<file path="config.mk">
export PLATFORM = sky130hd
export DESIGN_NAME = param_alu
export DESIGN_NICKNAME = d
export VERILOG_FILES = /design/src/rtl/param_alu.sv
export SDC_FILE = /design/constraint.sdc
export NUM_CORES = 1
export LEC_CHECK = 0
export BUFFER_PORTS_ARGS = -buffer_cell sky130_fd_sc_hd__buf_4
export CAP_MARGIN = 5
export CELL_PAD_IN_SITES_DETAIL_PLACEMENT = 1
export CELL_PAD_IN_SITES_GLOBAL_PLACEMENT = 1
export CORE_MARGIN = 1
export CORE_UTILIZATION = 48
export CTS_CLUSTER_SIZE = 28
export DETAILED_ROUTE_END_ITERATION = 10
export PLACE_DENSITY_LB_ADDON = 0.1
export SKIP_CTS_REPAIR_TIMING = 1
export SLEW_MARGIN = 20
export SYNTH_ARGS = -nofsm -noshare
export SYNTH_HDL_FRONTEND = slang
export SYNTH_SLANG_ARGS = --single-unit
</file>
<file path="constraint.sdc">
create_clock -name clk -period 4.45 [get_ports clk]
set_input_delay 0.89 -clock clk [delete_from_list [all_inputs] [get_ports clk]]
set_output_delay 0.89 -clock clk [all_outputs]
set_load 0.02 [all_outputs]
</file>
<file path="src/rtl/param_alu.sv">
// param_alu: clocked ALU with persistent Z/C/N/V status, iterative one-bit-per-cycle shifts
// and one-hot register-file write enables.
module param_alu #(
    parameter  int WIDTH = 8,
    parameter  int NREGS = 4,
    parameter  int SHW   = $clog2(WIDTH) + 1,
    localparam int DW    = $clog2(NREGS)
) (
    input  logic             clk,
    input  logic             rst_n,
    input  logic             in_valid,
    output logic             in_ready,
    input  logic [3:0]       op,
    input  logic [WIDTH-1:0] a,
    input  logic [WIDTH-1:0] b,
    input  logic [DW-1:0]    dst,
    input  logic             wb_en,
    input  logic             flush,
    output logic             out_valid,
    output logic [WIDTH-1:0] result,
    output logic [NREGS-1:0] reg_we,
    output logic [3:0]       status
);
    localparam logic [3:0] OP_ADD = 4'd0,  OP_ADC = 4'd1,  OP_SUB = 4'd2,  OP_SBB = 4'd3;
    localparam logic [3:0] OP_CMP = 4'd4,  OP_AND = 4'd5,  OP_OR  = 4'd6,  OP_XOR = 4'd7;
    localparam logic [3:0] OP_NOT = 4'd8,  OP_SHL = 4'd9,  OP_SHR = 4'd10, OP_ASR = 4'd11;
    localparam logic [3:0] OP_ROL = 4'd12, OP_ROR = 4'd13, OP_MOV = 4'd14, OP_NOP = 4'd15;

    typedef enum logic {IDLE, SHIFT} state_t;

    state_t             state_q, state_d;
    logic [WIDTH-1:0]   work_q, work_d;
    logic [SHW-1:0]     cnt_q, cnt_d;
    logic [1:0]         sop_q, sop_d;
    logic [DW-1:0]      dst_q, dst_d;
    logic               wb_q, wb_d;
    logic [WIDTH-1:0]   result_q, result_d;
    logic [3:0]         status_q, status_d;
    logic               out_valid_q, out_valid_d;
    logic [NREGS-1:0]   reg_we_q, reg_we_d;

    logic               cin, op_c, op_v, shout, is_shift;
    logic [WIDTH:0]     add_w, sub_w;
    logic [WIDTH-1:0]   op_r, step;
    logic [SHW-1:0]     k;

    always_comb begin
        cin      = (op == OP_ADC || op == OP_SBB) && status_q[1];
        add_w    = {1'b0, a} + {1'b0, b} + (WIDTH+1)'(cin);
        sub_w    = {1'b0, a} - {1'b0, b} - (WIDTH+1)'(cin);
        k        = b[SHW-1:0];
        is_shift = (op == OP_SHL || op == OP_SHR || op == OP_ASR);
        op_r     = a;
        op_c     = status_q[1];
        op_v     = 1'b0;
        case (op)
            OP_ADD, OP_ADC: begin
                op_r = add_w[WIDTH-1:0];
                op_c = add_w[WIDTH];
                op_v = (a[WIDTH-1] == b[WIDTH-1]) && (op_r[WIDTH-1] != a[WIDTH-1]);
            end
            OP_SUB, OP_SBB, OP_CMP: begin
                op_r = sub_w[WIDTH-1:0];
                op_c = sub_w[WIDTH];
                op_v = (a[WIDTH-1] != b[WIDTH-1]) && (op_r[WIDTH-1] != a[WIDTH-1]);
            end
            OP_AND: begin op_r = a & b; op_c = 1'b0; end
            OP_OR:  begin op_r = a | b; op_c = 1'b0; end
            OP_XOR: begin op_r = a ^ b; op_c = 1'b0; end
            OP_NOT: begin op_r = ~a;    op_c = 1'b0; end
            OP_MOV: begin op_r = b;     op_c = 1'b0; end
            OP_ROL: begin op_r = {a[WIDTH-2:0], a[WIDTH-1]}; op_c = a[WIDTH-1]; end
            OP_ROR: begin op_r = {a[0], a[WIDTH-1:1]};       op_c = a[0]; end
            default: ;
        endcase
        // sop 01 = SHL, 10 = SHR, 11 = ASR (sop[0] selects sign fill on right shifts)
        step  = (sop_q == 2'b01) ? {work_q[WIDTH-2:0], 1'b0} : {sop_q[0] & work_q[WIDTH-1], work_q[WIDTH-1:1]};
        shout = (sop_q == 2'b01) ? work_q[WIDTH-1] : work_q[0];
        state_d     = state_q;
        work_d      = work_q;
        cnt_d       = cnt_q;
        sop_d       = sop_q;
        dst_d       = dst_q;
        wb_d        = wb_q;
        result_d    = result_q;
        status_d    = status_q;
        out_valid_d = 1'b0;
        reg_we_d    = '0;
        if (state_q == IDLE) begin
            if (in_valid && is_shift && k != '0) begin
                state_d = SHIFT;
                work_d  = a;
                cnt_d   = (int'(k) > WIDTH) ? SHW'(WIDTH) : k;
                sop_d   = op[1:0];
                dst_d   = dst;
                wb_d    = wb_en;
            end else if (in_valid) begin
                out_valid_d = 1'b1;
                result_d    = (op == OP_NOP) ? result_q : op_r;
                status_d    = (op == OP_NOP) ? status_q : {op_v, op_r[WIDTH-1], op_c, op_r == '0};
                reg_we_d    = (wb_en && op != OP_CMP && op != OP_NOP) ? NREGS'(1) << dst : '0;
            end
        end else if (flush) begin
            state_d = IDLE;
        end else begin
            work_d = step;
            cnt_d  = cnt_q - SHW'(1);
            if (cnt_q == SHW'(1)) begin
                state_d     = IDLE;
                out_valid_d = 1'b1;
                result_d    = step;
                status_d    = {1'b0, step[WIDTH-1], shout, step == '0};
                reg_we_d    = wb_q ? NREGS'(1) << dst_q : '0;
            end
        end
    end

    always_ff @(posedge clk or negedge rst_n) begin
        if (!rst_n) begin
            state_q     <= IDLE;
            work_q      <= '0;
            cnt_q       <= '0;
            sop_q       <= '0;
            dst_q       <= '0;
            wb_q        <= 1'b0;
            result_q    <= '0;
            status_q    <= '0;
            out_valid_q <= 1'b0;
            reg_we_q    <= '0;
        end else begin
            state_q     <= state_d;
            work_q      <= work_d;
            cnt_q       <= cnt_d;
            sop_q       <= sop_d;
            dst_q       <= dst_d;
            wb_q        <= wb_d;
            result_q    <= result_d;
            status_q    <= status_d;
            out_valid_q <= out_valid_d;
            reg_we_q    <= reg_we_d;
        end
    end

    assign in_ready  = (state_q == IDLE);
    assign out_valid = out_valid_q;
    assign result    = result_q;
    assign reg_we    = reg_we_q;
    assign status    = status_q;
endmodule
</file>
Yosys cells after proc, flatten, opt, wreduce, memory -nomap -nowiden
Index checks and enable logic that the tools add are counted.
- add/sub/neg operators: 5
- order comparisons: 1
- eq/ne operators: 27
- shifts and indexed selects: 2
- mux-type cells: 40
- bitwise operators: 6
- reduce and logical (&&, ||, !) cells: 24
- operator list (operator ; count):
    $mux W8 ; 10
    $pmux W8 S9 ; 1
    $mux W4 ; 17
    $eq A4 B4 Y1 const B ; 8
    $eq A4 B3 Y1 const B ; 4
    $logic_not A8 Y1 ; 2
    $mux W1 ; 10
    $add A8 B8 Y9 ; 1
    $add A9 B1 Y9 ; 1
    $sub A8 B8 Y9 ; 1
    $sub A9 B1 Y9 ; 1
    $and A8 B8 Y8 ; 1
    $eq A4 B1 Y1 const B ; 2
    $eq A4 B2 Y1 const B ; 2
    $not A8 Y8 ; 1
    $or A8 B8 Y8 ; 1
    $shl A1 B2 Y4 const A ; 2
    $xor A8 B8 Y8 ; 1
    $logic_and A1 B1 Y1 ; 7
    $ne A2 B2 Y1 const B ; 3
    $reduce_and A6 Y1 ; 1
    $reduce_bool A6 Y1 ; 1
    $pmux W1 S5 ; 1
    $reduce_and A5 Y1 ; 1
    other kinds (19) ; 25
- bits in registers: 35
- output and inout bits: 18
- word-level logic and storage cells: 116

Longest topological paths before layout
- word-level depth: 11
- depth in mapped cells: 14
- gate-level depth less buffers: 13

Worst setup path before layout
No wires, ideal clock.
- path kind: input to register
- from: input op[0]
- to: register status_q[0], in the netlist status[0]
- setup time: 0.065 ns
- arrival time: 3.547 ns
- required time: 4.385 ns
- slack: 0.838 ns
- stages on the path: 12
- path buffers: 1
- path through: nor2b_1 -> clkbuf_1 -> nand3_1 -> fa_1 -> ha_1 -> or4_1 -> o221ai_2 -> xor2_1 -> nor2_1 -> o32a_1 -> nor4b_2 -> a31o_1
- longest elaborated chain between the ends: 10
- elaborated cells between the ends (all ways): 35
- those cells by class: 2 x add/sub; 17 x eq/ne; 5 x mux; 11 x reduce/logical
- RTL lines (element ; line ; RTL):
    from (decl) ; 13 ; input logic [3:0] op,
    $eq A4 B1 Y1 or $eq A4 B2 Y1 (tied branches) ; 48, 56 ;
    $logic_or A1 B1 Y1 ; 48 ; cin = (op == OP_ADC || op == OP_SBB) && status_q[1];
    $logic_and A1 B1 Y1 ; 48 ;
    $sub A9 B1 Y9 or $add A9 B1 Y9 (tied branches) ; 50, 49 ;
    $pmux W8 S9 ; 56 ; case (op)
    $logic_not A8 Y1 ; 100 ; status_d = (op == OP_NOP) ? status_q : {op_v, op_r[WIDTH-1], op_c, op_r == '0};
    $mux W4 ; 100 ;
    $mux W4 ; 97 ; end else if (in_valid) begin
    $mux W4 ; 90 ; if (in_valid && is_shift && k != '0) begin
    $mux W4 ; 89 ; if (state_q == IDLE) begin
    to (signal assigned) ; 138 ; status_q <= status_d;
    to (decl) ; 38 ; logic [3:0] status_q, status_d;
Parallel ways exist; a longest one is shown, timed or not. The select of a mux whose other input is x is not followed.
A chain may end at the register's enable or synchronous reset.

Final worst setup path
- from: input op[3]
- to: register status_q[0], in the netlist status[0]
The elaborated chain is that of the path after synthesis.

==> impl_metrics.env <==
export IMPL_synth_seq_cells=34
export IMPL_grt_overflow=0
export IMPL_setup_viol_count_final=0
export IMPL_drc=0
export IMPL_start_util_pct=49.6
export IMPL_synth_top_area_share_pct=23.7
export IMPL_fmax_mhz=269
export IMPL_grt_util_all_layers_pct=33.7
export IMPL_first_iter_violations=182
export IMPL_via_per_inst=6.40
export IMPL_p_leak_nw=1.82
export IMPL_synth_edf_count=0
export IMPL_netlist_area_mm2=0.00360
export IMPL_grt_max_degree=35
export IMPL_period_minus_slack_ns=3.72
export IMPL_final_nets=546
export IMPL_r2r_cells=10
export IMPL_required_ns=4.64
export IMPL_chipWidth_um=88.6
export IMPL_slew_headroom_pct=34.3
export IMPL_routed_wl_um=12600
export IMPL_yosys_warnings=0
export IMPL_cts_tree="built"
export IMPL_hpwl_um=9450
export IMPL_yosysSeqAreaShare_pct=23.7
export IMPL_layout_worst_path_cycle_share_pct=83.6
export IMPL_design_area_mm2=0.00407
export IMPL_hold_viol=0
export IMPL_antenna_found_initial=0
export IMPL_cts_root_buffer="clkbuf_8"
export IMPL_rows=31
export IMPL_cts_clk_slew_worst_paths_ns=0.07
export IMPL_netlist_instances=449
export IMPL_synthToLayoutAreaGrowth_pct=13.3
export IMPL_utilization_pct=56.1
export IMPL_crit_fanout=31
export IMPL_async_reset_ff_share_pct=100
export IMPL_grt_pass1_wl_um=20000
export IMPL_route_detailed_wl_per_inst_um=21.6
export IMPL_yosys_cell_count_top_type="nand2_1"
export IMPL_status="completed"
export IMPL_power_density_mw_per_mm2=326
export IMPL_clkLatencyLatePin_ns=0.29
export IMPL_drtAntennaViolNets=0
export IMPL_regToRegSetupSlack_ns=1.22
export IMPL_synth_top_family_by_area="compound AO/OA/AOI/OAI gates"
export IMPL_synth_avg_cell_area_um2=8.01
export IMPL_die_area_mm2=0.00784
export IMPL_ioPinCount=45
export IMPL_rsz0062_at_grt="no"
export IMPL_dr_pass1_iters=5
export IMPL_cts_sinks=34
export IMPL_numCtsBuffers=5
export IMPL_yosysTopAreaCell="dfrtp_1"
export IMPL_arrival_ns=3.91
export IMPL_fin_worst_skew_ns=0.00361
export IMPL_dpl_cell_area_mm2=0.00398
export IMPL_hold_class="flip-flop to flip-flop"
export IMPL_core_area_mm2=0.00725
export IMPL_setup_ws_ns=0.728
export IMPL_synth_compound_area_share_pct=26.0
export IMPL_ys_top_cells_by_count="38 x nand2_1, 36 x nor2_1, 35 x o21ai_0"
export IMPL_crit_type="input pin to flip-flop"
export IMPL_ys_flop_type="dfrtp_1"
export IMPL_synth_area_leaders="dfrtp_1 24%, ha_1 11%, o21ai_0 4.9%"
export IMPL_finalSetupTns_ns=0
export IMPL_cts_buffer_depth=2
export IMPL_antenna_cells=0
export IMPL_synthDistinctLibCells=68
export IMPL_synth_xor_area_share_pct=2.44
export IMPL_h_tree_depth=2
export IMPL_vias=3732
export IMPL_instances_no_fill=583
export IMPL_syn_nets=512
export IMPL_pre_cts_ws_ns=0.469
export IMPL_gp_congestion=0.942
export IMPL_grt_pass1_vias=3679
export IMPL_tightestPinTransition_ns=0.982
export IMPL_num_fill_cells=927
export IMPL_muxShareOfSynthArea_pct=6.02
export IMPL_numPortBuffers=44
export IMPL_placedCellCount=575
export IMPL_cp_end_kind="flip-flop"
export IMPL_holdPathStages=2
export IMPL_max_vdd_ir_drop_v=0.000108
export IMPL_die_y_um=88.6
export IMPL_drv_slew=0
export IMPL_synth_adder_area_share_pct=13.7
export IMPL_drive_above_1_share_pct=15.1
export IMPL_cp_start_kind="input pin"
export IMPL_yosys_area_share_simple_pct=21.5
export IMPL_maxCapViolCount=0
==> power by group <==
group	total [mW]	internal [mW]	leakage [nW]	switching (mW)
Clock	0.245	0.124	0.0472	0.121
Sequential	0.466	0.386	0.426	0.0796
Combinational	0.615	0.247	1.35	0.368
==> layout by cell type (no fill, tap or decap), types with 5 or more instances in the layout <==
cell type,synthesis,routed
nor2b_1,9,9
a22o_1,5,5
a21oi_1,26,26
mux2_2,5,5
nor3_1,12,12
o32ai_1,5,5
xnor2_1,6,6
nor2_1,36,36
o21ai_0,35,35
nand2b_1,14,14
mux2i_1,16,16
a221o_1,6,6
buf_4,1,49
ha_1,32,32
nand3_1,17,17
dfrtp_1,34,34
a31oi_1,8,8
a22oi_1,8,8
inv_1,33,33
clkbuf_8,0,6
nand2_1,38,38
o22ai_1,6,6
==> path summary, 6_finish.rpt <==
kind / from / to
setup / recovery: op[3] / status[0]
hold / removal: result[0] / result[0]
setup reg to reg: status[1] / status[1]
hold reg to reg: result[0] / result[0]
max in group asynchronous: rst_n / work_q[3]
min in group asynchronous: rst_n / cnt_q[3]
==> final cells by class <==
| class | instances | area (µm²) | area share, % |
|---|---|---|---|
| multi-input cells | 358 | 2500 | 61.4 |
| repair buffers | 49 | 368 | 9.03 |
| inverters | 35 | 134 | 3.29 |
| clock buffers | 6 | 82.6 | 2.03 |
| well taps | 99 | 124 | 3.04 |
| flip-flops and latches | 34 | 851 | 20.9 |
| clock inverters | 2 | 12.5 | 0.307 |
==> flip-flops by register name (all words and copies together), names as in the netlist <==
register   cells
dst_q          2
state_q        1
status         4
wb_q           1
cnt_q          4
reg_we         4
sop_q          2
result         7
work_q         8
out_valid      1
==> cells by family (layout without fill, tap and decap cells) <==
group / Yosys count / after routing
flip-flops: 34 / 34
AO/OA/AOI/OAI: 137 / 137
multiplexers: 21 / 21
adder cells (fa/ha/maj): 37 / 37
AND/OR/NAND/NOR: 153 / 153
XOR/XNOR: 10 / 10
buffers and inverters: 57 / 92
==> metrics by stage <==
| stage | hold slack, ns | total power [mW] |
|---|---|---|
| after floorplan | 0.451 | 0.850 |
| after global placement | 0.470 | 1.04 |
| after detailed placement | 0.471 | 1.07 |
| after CTS | 0.487 | 1.32 |
| after global routing | 0.544 | 1.41 |
| final | 0.482 | 1.33 |
==> critical path, cell delays in order <==
cell and delay, ns:
buf_4 0.30, nor2b_1 0.12, nand3_1 0.13, inv_1 0.07, fa_1 0.53, inv_1 0.07
ha_1 0.18, o21a_1 0.22, o31ai_1 0.33, a211oi_1 0.21, nor4b_1 0.29, a211oi_1 0.09
a31o_2 0.26, a31o_1 0.20
==> metal layers <==
layer	vias up	part of all wire (%)	GRT usage [%]
met5	-	0	0
met4	0	2.9	12.6
met3	36	5.0	4.66
met2	145	48	56.6
met1	1842	44	44.1
li1	1709	-	-
Power figures use the tool's default switching activity.
